**config.mk**
```make
export PLATFORM = sky130hd
export DESIGN_NAME = cpec_bit_packer
export DESIGN_NICKNAME = d
export VERILOG_FILES = /design/src/rtl/cpec_pkg.sv /design/src/rtl/cpec_bit_align.sv /design/src/rtl/cpec_bit_packer.sv
export SDC_FILE = /design/constraint.sdc
export NUM_CORES = 1
export LEC_CHECK = 0
export CAP_MARGIN = 40
export CORE_MARGIN = 1
export CORE_UTILIZATION = 55
export DETAILED_ROUTE_END_ITERATION = 10
export PLACE_DENSITY = 0.86
export SKIP_LAST_GASP = 1
export SLEW_MARGIN = 40
export SYNTH_ARGS = -nofsm -noshare
export SYNTH_HDL_FRONTEND = slang
export SYNTH_HIERARCHICAL = 1
export SYNTH_SLANG_ARGS = --single-unit
```
**constraint.sdc**
```tcl
create_clock -name clk -period 5.15 [get_ports clk]
set_clock_uncertainty 0.05 [all_clocks]
set_input_delay 0.7725 -clock clk [delete_from_list [all_inputs] [get_ports clk]]
set_output_delay 0.7725 -clock clk [all_outputs]
set_load 0.03 [all_outputs]
```
**src/rtl/cpec_pkg.sv**
```systemverilog
// Shared CPEC constants, packer FSM state encoding and size-legality helper.
// No logic of its own; imported by the packer and its insert aligner.
// No flow control here.
package cpec_pkg;
    localparam int CPEC_DATA_W = 40;
    localparam int CPEC_SIZE_W = 6;

    typedef enum logic {
        ST_RUN   = 1'b0,
        ST_DRAIN = 1'b1
    } cpec_state_t;

    // Sizes beyond the code width are treated as an empty beat.
    function automatic logic [CPEC_SIZE_W-1:0] cpec_eff_size(input logic [CPEC_SIZE_W-1:0] size);
        return (size > CPEC_SIZE_W'(CPEC_DATA_W)) ? '0 : size;
    endfunction
endpackage

```
**src/rtl/cpec_bit_align.sv**
```systemverilog
// Masks a right-aligned code to its size and places it just below the current fill.
// Latency: purely combinational.
// Backpressure: none; the caller only uses the result on an accepted beat.
module cpec_bit_align
    import cpec_pkg::*;
#(
    parameter int ACC_W  = 72,
    parameter int FILL_W = 7
) (
    input  logic [CPEC_DATA_W-1:0] in_data,
    input  logic [CPEC_SIZE_W-1:0] in_size,
    input  logic [FILL_W-1:0]      fill,
    output logic [ACC_W-1:0]       aligned
);

    logic [CPEC_DATA_W-1:0] mask;
    logic [CPEC_DATA_W-1:0] masked;
    logic [CPEC_SIZE_W-1:0] lshift;
    logic [ACC_W-1:0]       top;

    always_comb begin
        // Inverting a left-shifted all-ones vector keeps exactly the low in_size bits.
        mask    = ~({CPEC_DATA_W{1'b1}} << in_size);
        masked  = in_data & mask;
        lshift  = CPEC_SIZE_W'(CPEC_DATA_W) - in_size;
        top     = {masked, {(ACC_W-CPEC_DATA_W){1'b0}}} << lshift;
        aligned = top >> fill;
    end

endmodule

```
**src/rtl/cpec_bit_packer.sv**
```systemverilog
// Packs variable-length CPEC/VEC codes MSB-first into W-bit words; flush drains a padded last word.
// Latency: an accepted beat lands in the accumulator the same edge; a full word is presented the next cycle.
// Backpressure: push and pop never overlap; in_ready drops while a full word waits. Option: CPEC_PACKER_STATS_EN.
module cpec_bit_packer
    import cpec_pkg::*;
#(
    parameter int W     = 32,
    parameter int ACC_W = W + 40
) (
    input  logic                   clk,
    input  logic                   rst_n,
    input  logic                   in_valid,
    output logic                   in_ready,
    input  logic [CPEC_DATA_W-1:0] in_data,
    input  logic [CPEC_SIZE_W-1:0] in_size,
    input  logic                   flush,
    output logic                   out_valid,
    input  logic                   out_ready,
    output logic [W-1:0]           out_data,
    output logic                   out_last,
    output logic                   size_err
`ifdef CPEC_PACKER_STATS_EN
    ,
    output logic [31:0]            bit_count
`endif
);

    localparam int FILL_W = $clog2(ACC_W);
    localparam logic [FILL_W-1:0] W_F = FILL_W'(W);

    cpec_state_t            state_q, state_d;
    logic [ACC_W-1:0]       acc_q;
    logic [FILL_W-1:0]      fill_q;
    logic                   rdy_en_q;
    logic                   size_err_q;

    logic                   word_avail;
    logic                   tail;
    logic                   push;
    logic                   pop;
    logic [CPEC_SIZE_W-1:0] eff_size;
    logic [ACC_W-1:0]       aligned;

    cpec_bit_align #(
        .ACC_W  (ACC_W),
        .FILL_W (FILL_W)
    ) u_align (
        .in_data (in_data),
        .in_size (eff_size),
        .fill    (fill_q),
        .aligned (aligned)
    );

    assign eff_size   = cpec_eff_size(in_size);
    assign word_avail = (fill_q >= W_F);
    // Partial word only leaves during a drain, after all full words are gone.
    assign tail       = (state_q == ST_DRAIN) && (fill_q != '0) && !word_avail;
    assign in_ready   = rdy_en_q && (state_q == ST_RUN) && !word_avail;
    assign out_valid  = word_avail || tail;
    assign out_last   = tail;
    assign out_data   = acc_q[ACC_W-1 -: W];
    assign size_err   = size_err_q;
    assign push       = in_valid && in_ready;
    assign pop        = out_valid && out_ready;

    always_comb begin
        state_d = state_q;
        case (state_q)
            ST_RUN: begin
                if (flush) begin
                    state_d = ST_DRAIN;
                end
            end
            ST_DRAIN: begin
                if (fill_q == '0 || (tail && out_ready)) begin
                    state_d = ST_RUN;
                end
            end
            default: state_d = ST_RUN;
        endcase
    end

    always_ff @(posedge clk or negedge rst_n) begin
        if (!rst_n) begin
            state_q  <= ST_RUN;
            rdy_en_q <= 1'b0;
        end else begin
            state_q  <= state_d;
            rdy_en_q <= 1'b1;
        end
    end

    // Bits below fill are kept zero, so OR-ing the aligned beat is sufficient.
    always_ff @(posedge clk or negedge rst_n) begin
        if (!rst_n) begin
            acc_q      <= '0;
            fill_q     <= '0;
            size_err_q <= 1'b0;
        end else begin
            if (push) begin
                acc_q  <= acc_q | aligned;
                fill_q <= fill_q + FILL_W'(eff_size);
                if (in_size > CPEC_SIZE_W'(CPEC_DATA_W)) begin
                    size_err_q <= 1'b1;
                end
            end else if (pop && word_avail) begin
                acc_q  <= acc_q << W;
                fill_q <= fill_q - W_F;
            end else if (pop) begin
                acc_q  <= '0;
                fill_q <= '0;
            end
        end
    end

`ifdef CPEC_PACKER_STATS_EN
    logic [31:0] bit_count_q;

    always_ff @(posedge clk or negedge rst_n) begin
        if (!rst_n) begin
            bit_count_q <= '0;
        end else if (push) begin
            bit_count_q <= bit_count_q + 32'(eff_size);
        end
    end

    assign bit_count = bit_count_q;
`endif

endmodule

```
==> results of run 1 <==
==> through the flow <==
step	worst slack (ns)	instances	util	TNS (ns)	hold slack [ns]
floorplan	-0.101	1706	-	-0.466	0.401
global placement	-0.751	2382	0.769	-37.71	0.410
detailed placement	-1.00	2384	0.770	-53.31	0.418
CTS	0.0214	2444	0.842	0	0.404
==> kinds of logic after synthesis <==
| logic type | after synthesis | synth area share |
|---|---|---|
| adders and majority gates | 13 | 0.0141 |
| and+or+nand+nor | 597 | 0.231 |
| AOI/OAI and AO/OA | 747 | 0.445 |
| DFF | 82 | 0.171 |
| muxes | 51 | 0.0516 |
| other | 1 | 0.000312 |
| xor gates and xnor gates | 4 | 0.00291 |
| buffers and inverters | 211 | 0.0847 |
==> Yosys cell counts (9+ instances only) <==
| cell | instances |
|---|---|
| o211ai_1 | 38 |
| a22oi_1 | 14 |
| clkbuf_1 | 78 |
| buf_1 | 13 |
| nand2_1 | 173 |
| a211oi_1 | 48 |
| a31oi_1 | 39 |
| o22ai_1 | 40 |
| nor2_1 | 176 |
| a32oi_1 | 30 |
| nand3_1 | 55 |
| o21ai_0 | 101 |
| nand4_1 | 10 |
| o311ai_0 | 11 |
| buf_4 | 34 |
| a221oi_1 | 12 |
| o2111ai_1 | 9 |
| and2_1 | 15 |
| nand2b_1 | 24 |
| o31ai_1 | 32 |
| inv_1 | 27 |
| and3_1 | 10 |
| ha_1 | 12 |
| buf_2 | 49 |
| nor4_1 | 22 |
| mux2i_1 | 35 |
| nor2b_1 | 9 |
| nor3_1 | 62 |
| or3_1 | 10 |
| dfrtp_1 | 82 |
| a311oi_1 | 14 |
| o2bb2ai_1 | 9 |
| o221ai_1 | 28 |
| a21oi_1 | 142 |
| o21ai_1 | 24 |
| o32ai_1 | 22 |
==> timing repair <==
item	4_1_cts
setup buffers	42
cloned	3
gates resized for setup	171
endpoints found under the setup margin	71
hold endpoints to repair	0
pin swaps	45
==> metal layers <==
metal  overflow  global-route usage
met4        173               0.906
met2        332               0.997
met1         44               0.871
met3         63               0.816
met5         11               0.666
==> run metrics, run 1 <==
status=stopped before the end; Stop stage=5_1_grt; Log Error=[ERROR GRT-0116] Global routing finished with congestion. Check the congestion regions in the DRC Viewer.; hold buffer count at CTS=0; largest net degree at the start of global routing=58; first-pass GRT wire length=151000 um; share of the synthesized area in the top cell type=0.171; yosys warns=6; Synth Flop Type=dfrtp_1; Final Wtd Congestion=1.29; post-synth top area cell=dfrtp_1; PortBufs=86; CTS sink count=82; cts bufs inserted=9; hpwl dp=47800 um; Initial Utilization=0.567; total global routing overflow=623; H-tree depth=3; Tot GR Track Use=0.893; Ports=87; largest cells by area after synthesis=dfrtp_1 17%, a21oi_1 5.9%, nor2_1 5.5%; Max Buffers Root-to-Sink=2; Post-synth EDFFs=0; post-synthesis cell area=12000 um^2; Seq/Total Area, Yosys=0.171; Avg Cell Area, Syn=7.05 um^2; Synth Register Bits=82; vias in the first global route=24100; row cnt=53; Synth cell types=104; Die X=150 um; DIE HEIGHT=150 um; Cells after Synth=1706; clock root buffer=clkbuf_16; Synth Net Count=1770; ys async rst share=1.00; DP Area=16300 um^2
==> run 2, diff against run 1 <==
--- a/config.mk
+++ b/config.mk
@@ -7,9 +7,9 @@
 export LEC_CHECK = 0
 export CAP_MARGIN = 40
 export CORE_MARGIN = 1
-export CORE_UTILIZATION = 55
+export CORE_UTILIZATION = 40
 export DETAILED_ROUTE_END_ITERATION = 10
-export PLACE_DENSITY = 0.86
+export PLACE_DENSITY_LB_ADDON = 0.15
 export SKIP_LAST_GASP = 1
 export SLEW_MARGIN = 40
 export SYNTH_ARGS = -nofsm -noshare
==> run 2 against run 1 <==
Effect of this change:
- synthesized area unchanged
- the flow now finishes, with violations (setup timing)
- synthesized cell count unchanged
==> run metrics, run 2 <==
CTS sink count=82 (unchanged); max incr delay on CP=0.63 ns; Seq/Total Area, Yosys=0.171 (unchanged); Worst path most repeated cell=buf_4; nets=2316; CP required=5.34 ns; GR Util met2=0.666; endpoints failing setup=39; Iter 0 DRT Violations=2762; Int Pwr=3160 uW; static leakage=0.00786 uW; Post-synth EDFFs=0 (unchanged); Synth cell types=104 (unchanged); CP Launch Type=input pin; Synth Net Count=1770 (unchanged); Most Used Layer, Global Route=met2; hpwl dp=54400 um (was 47800 um); failing checks=setup timing; sw frac=0.521; leading cell type in the layout, fill and taps excluded=buf_4; peak supply drop=0.439 mV; max-slew violation count=0; max reg flops=72; Largest Register=acc_q; cts bufs inserted=9 (unchanged); Avg Cell Area, Syn=7.05 um^2 (unchanged); GRT met1 Usage=0.618; Synth Flop Type=dfrtp_1 (unchanged); met3 Use GR=0.125; final worst path period share=1.03; most frequent cell after synthesis=nor2_1 (unchanged); CTS tree=yes; Tot GR Track Use=0.454; PortBufs=86 (unchanged); Synth Register Bits=82 (unchanged); Clk Latency, worst-skew pair=0.36 ns; share of cells above drive strength 1=0.412; hold buffer count at CTS=0 (unchanged); largest net degree at the start of global routing=79; CP arrival=5.50 ns; ys async rst share=1.00 (unchanged); total global routing overflow=0; combinational power share=0.782; worst path cell trace=clkbuf_2 -> o31a_1 -> o21ai_4 -> and2_4 -> buf_4 -> ha_4 -> buf_12 -> a211oi_1 -> o311ai_2 -> a311oi_1 -> a2111oi_4 -> a311oi_4 -> buf_4 -> a31oi_1 -> buf_4 -> a311o_2 -> a221oi_2 -> buf_4 -> a211oi_1 -> a21oi_1 -> o21ai_0; Die X=175 um (was 150 um); Ports=87 (unchanged); Final Wtd Congestion=1.10 (was 1.29); first-pass GRT wire length=106000 um; core region area=29600 um^2; actual slew at the worst max-slew pin=0.944 ns; clock root buffer=clkbuf_16 (unchanged); fmax=188 MHz; FF-to-FF setup slack=1.21 ns; Hold WC Path Type=input pin to async pin; share of the synthesized area in the top cell type=0.171 (unchanged); Vias=18400; yosys warns=6 (unchanged); Die Footprint=30800 um^2; total negative setup slack=-2.43 ns; row cnt=63 (was 53); Largest delay share family, worst path=compound AO/OA/AOI/OAI gates; maximum fanout count along the critical path=5; final wirelength=72700 um; post-route ant nets=0; Hold Vio Cnt, Final=0; crit path max-delay cell type=a211oi_1; worst setup margin=-0.156 ns; CTS clock-pin slew for the worst setup and hold paths=0.07 ns; Routed wire per std cell=27.5 um; post-synthesis cell area=12000 um^2 (unchanged); CP endpoint kind=flip-flop; vias in the first global route=17100; register share of total power=0.113; post-synth top area cell=dfrtp_1 (unchanged); Worst slew margin=0.367; Cells after Synth=1706 (unchanged); final instance area=19500 um^2; number of remaining DRC errors=0; Tmin final=5.31 ns; worst path bufs/invs=6; DP Area=16800 um^2 (was 16300 um^2); RSZ-0062 raised after global routing=true; clock share of power=0.105; Initial Utilization=0.406 (was 0.567); Max-cap violations=0; initial antenna violation count=2; DIE HEIGHT=175 um (was 150 um); Crit Path Category=input pin to flip-flop; Vias/cell=6.93; most frequent cells in the layout=580 x buf_4, 169 x nand2_1, 165 x nor2_1; NetSw=3440 uW; synth cell count leaders=176 x nor2_1, 173 x nand2_1, 142 x a21oi_1 (unchanged); Max Buffers Root-to-Sink=2 (unchanged); Largest regs=acc_q: 72 flops, fill_q: 7 flops; pwr/cell area=338 nW/um^2; Layout area overhead=62.1%; largest cells by area after synthesis=dfrtp_1 17%, a21oi_1 5.9%, nor2_1 5.5% (unchanged); Pre-antenna DRT Iters=6; status=finished, violations left (was stopped before the end); H-tree depth=3 (unchanged)
[run 2: layout make-up]
cell class / instances / area [um^2]
multi-input combinational: 1413 / 10600
fill: 2605 / 10100
timing repair buffer: 714 / 5920
sequential: 82 / 2060
tap: 390 / 488
clock buffer: 10 / 239
inverter: 32 / 128
clock inverter: 6 / 71.3
antenna: 1 / 2.50
[run 2: layer usage]
layer  up-vias  part of all wire
met5         -           0.00026
met4         2             0.055
met2      1431              0.41
met3       311              0.13
li1       7787                 -
met1      8827              0.40
[run 2: power groups by stage]
| stage | logic, uW | clock network [uW] | registers, uW |
|---|---|---|---|
| after global placement | 4220 | 0 | 753 |
| after floorplan | 2180 | 0 | 757 |
| after detailed placement | 4240 | 0 | 753 |
| after global routing | 5300 | 725 | 749 |
| final | 5160 | 694 | 743 |
| after CTS | 4560 | 704 | 742 |
[run 2: repair_timing]
action / in CTS / in global routing
gates resized for setup: 162 / 175
endpoints found under the hold margin: 0 / 0
setup endpoints to repair: 71 / 71
buffers inserted: 56 / 36
cloned: 1 / 0
pin swaps: 39 / 76
[run 2: stage by stage]
stage / setup WS, ns / cells / hold WS, ns / utilization / total power (uW)
after global placement: -1.23 / 2536 / 0.409 / 0.566 / 4980
after CTS: -0.0782 / 2610 / 0.428 / 0.620 / 6010
final: -0.156 / 2648 / 0.329 / 0.658 / 6600
after floorplan: -0.101 / 1706 / 0.401 / - / 2930
after global routing: -0.243 / 2647 / 0.382 / 0.658 / 6780
after detailed placement: -1.18 / 2538 / 0.416 / 0.567 / 4990
[run 2: logic make-up after synthesis]
logic type,after synthesis,share of synthesized area
AOI/OAI and AO/OA,747,0.445
xor gates and xnor gates,4,0.00291
adders and majority gates,13,0.0141
buffers and inverters,211,0.0847
DFF,82,0.171
muxes,51,0.0516
other,1,0.000312
and+or+nand+nor,597,0.231
[run 2: final timing paths]
kind / startpoint / to / cells past startpoint
worst min-delay path: rst_n / acc_q[55] / 1
worst max register to register: fill_q[0] / acc_q[19] / 13
min in group clk: acc_q[13] / acc_q[45] / 2
worst max-delay path: in_size[3] / acc_q[43] / 21
worst min register to register: acc_q[13] / acc_q[45] / 2
max in group asynchronous: rst_n / fill_q[0] / 2
No activity file was read; power rests on OpenSTA's default activity.
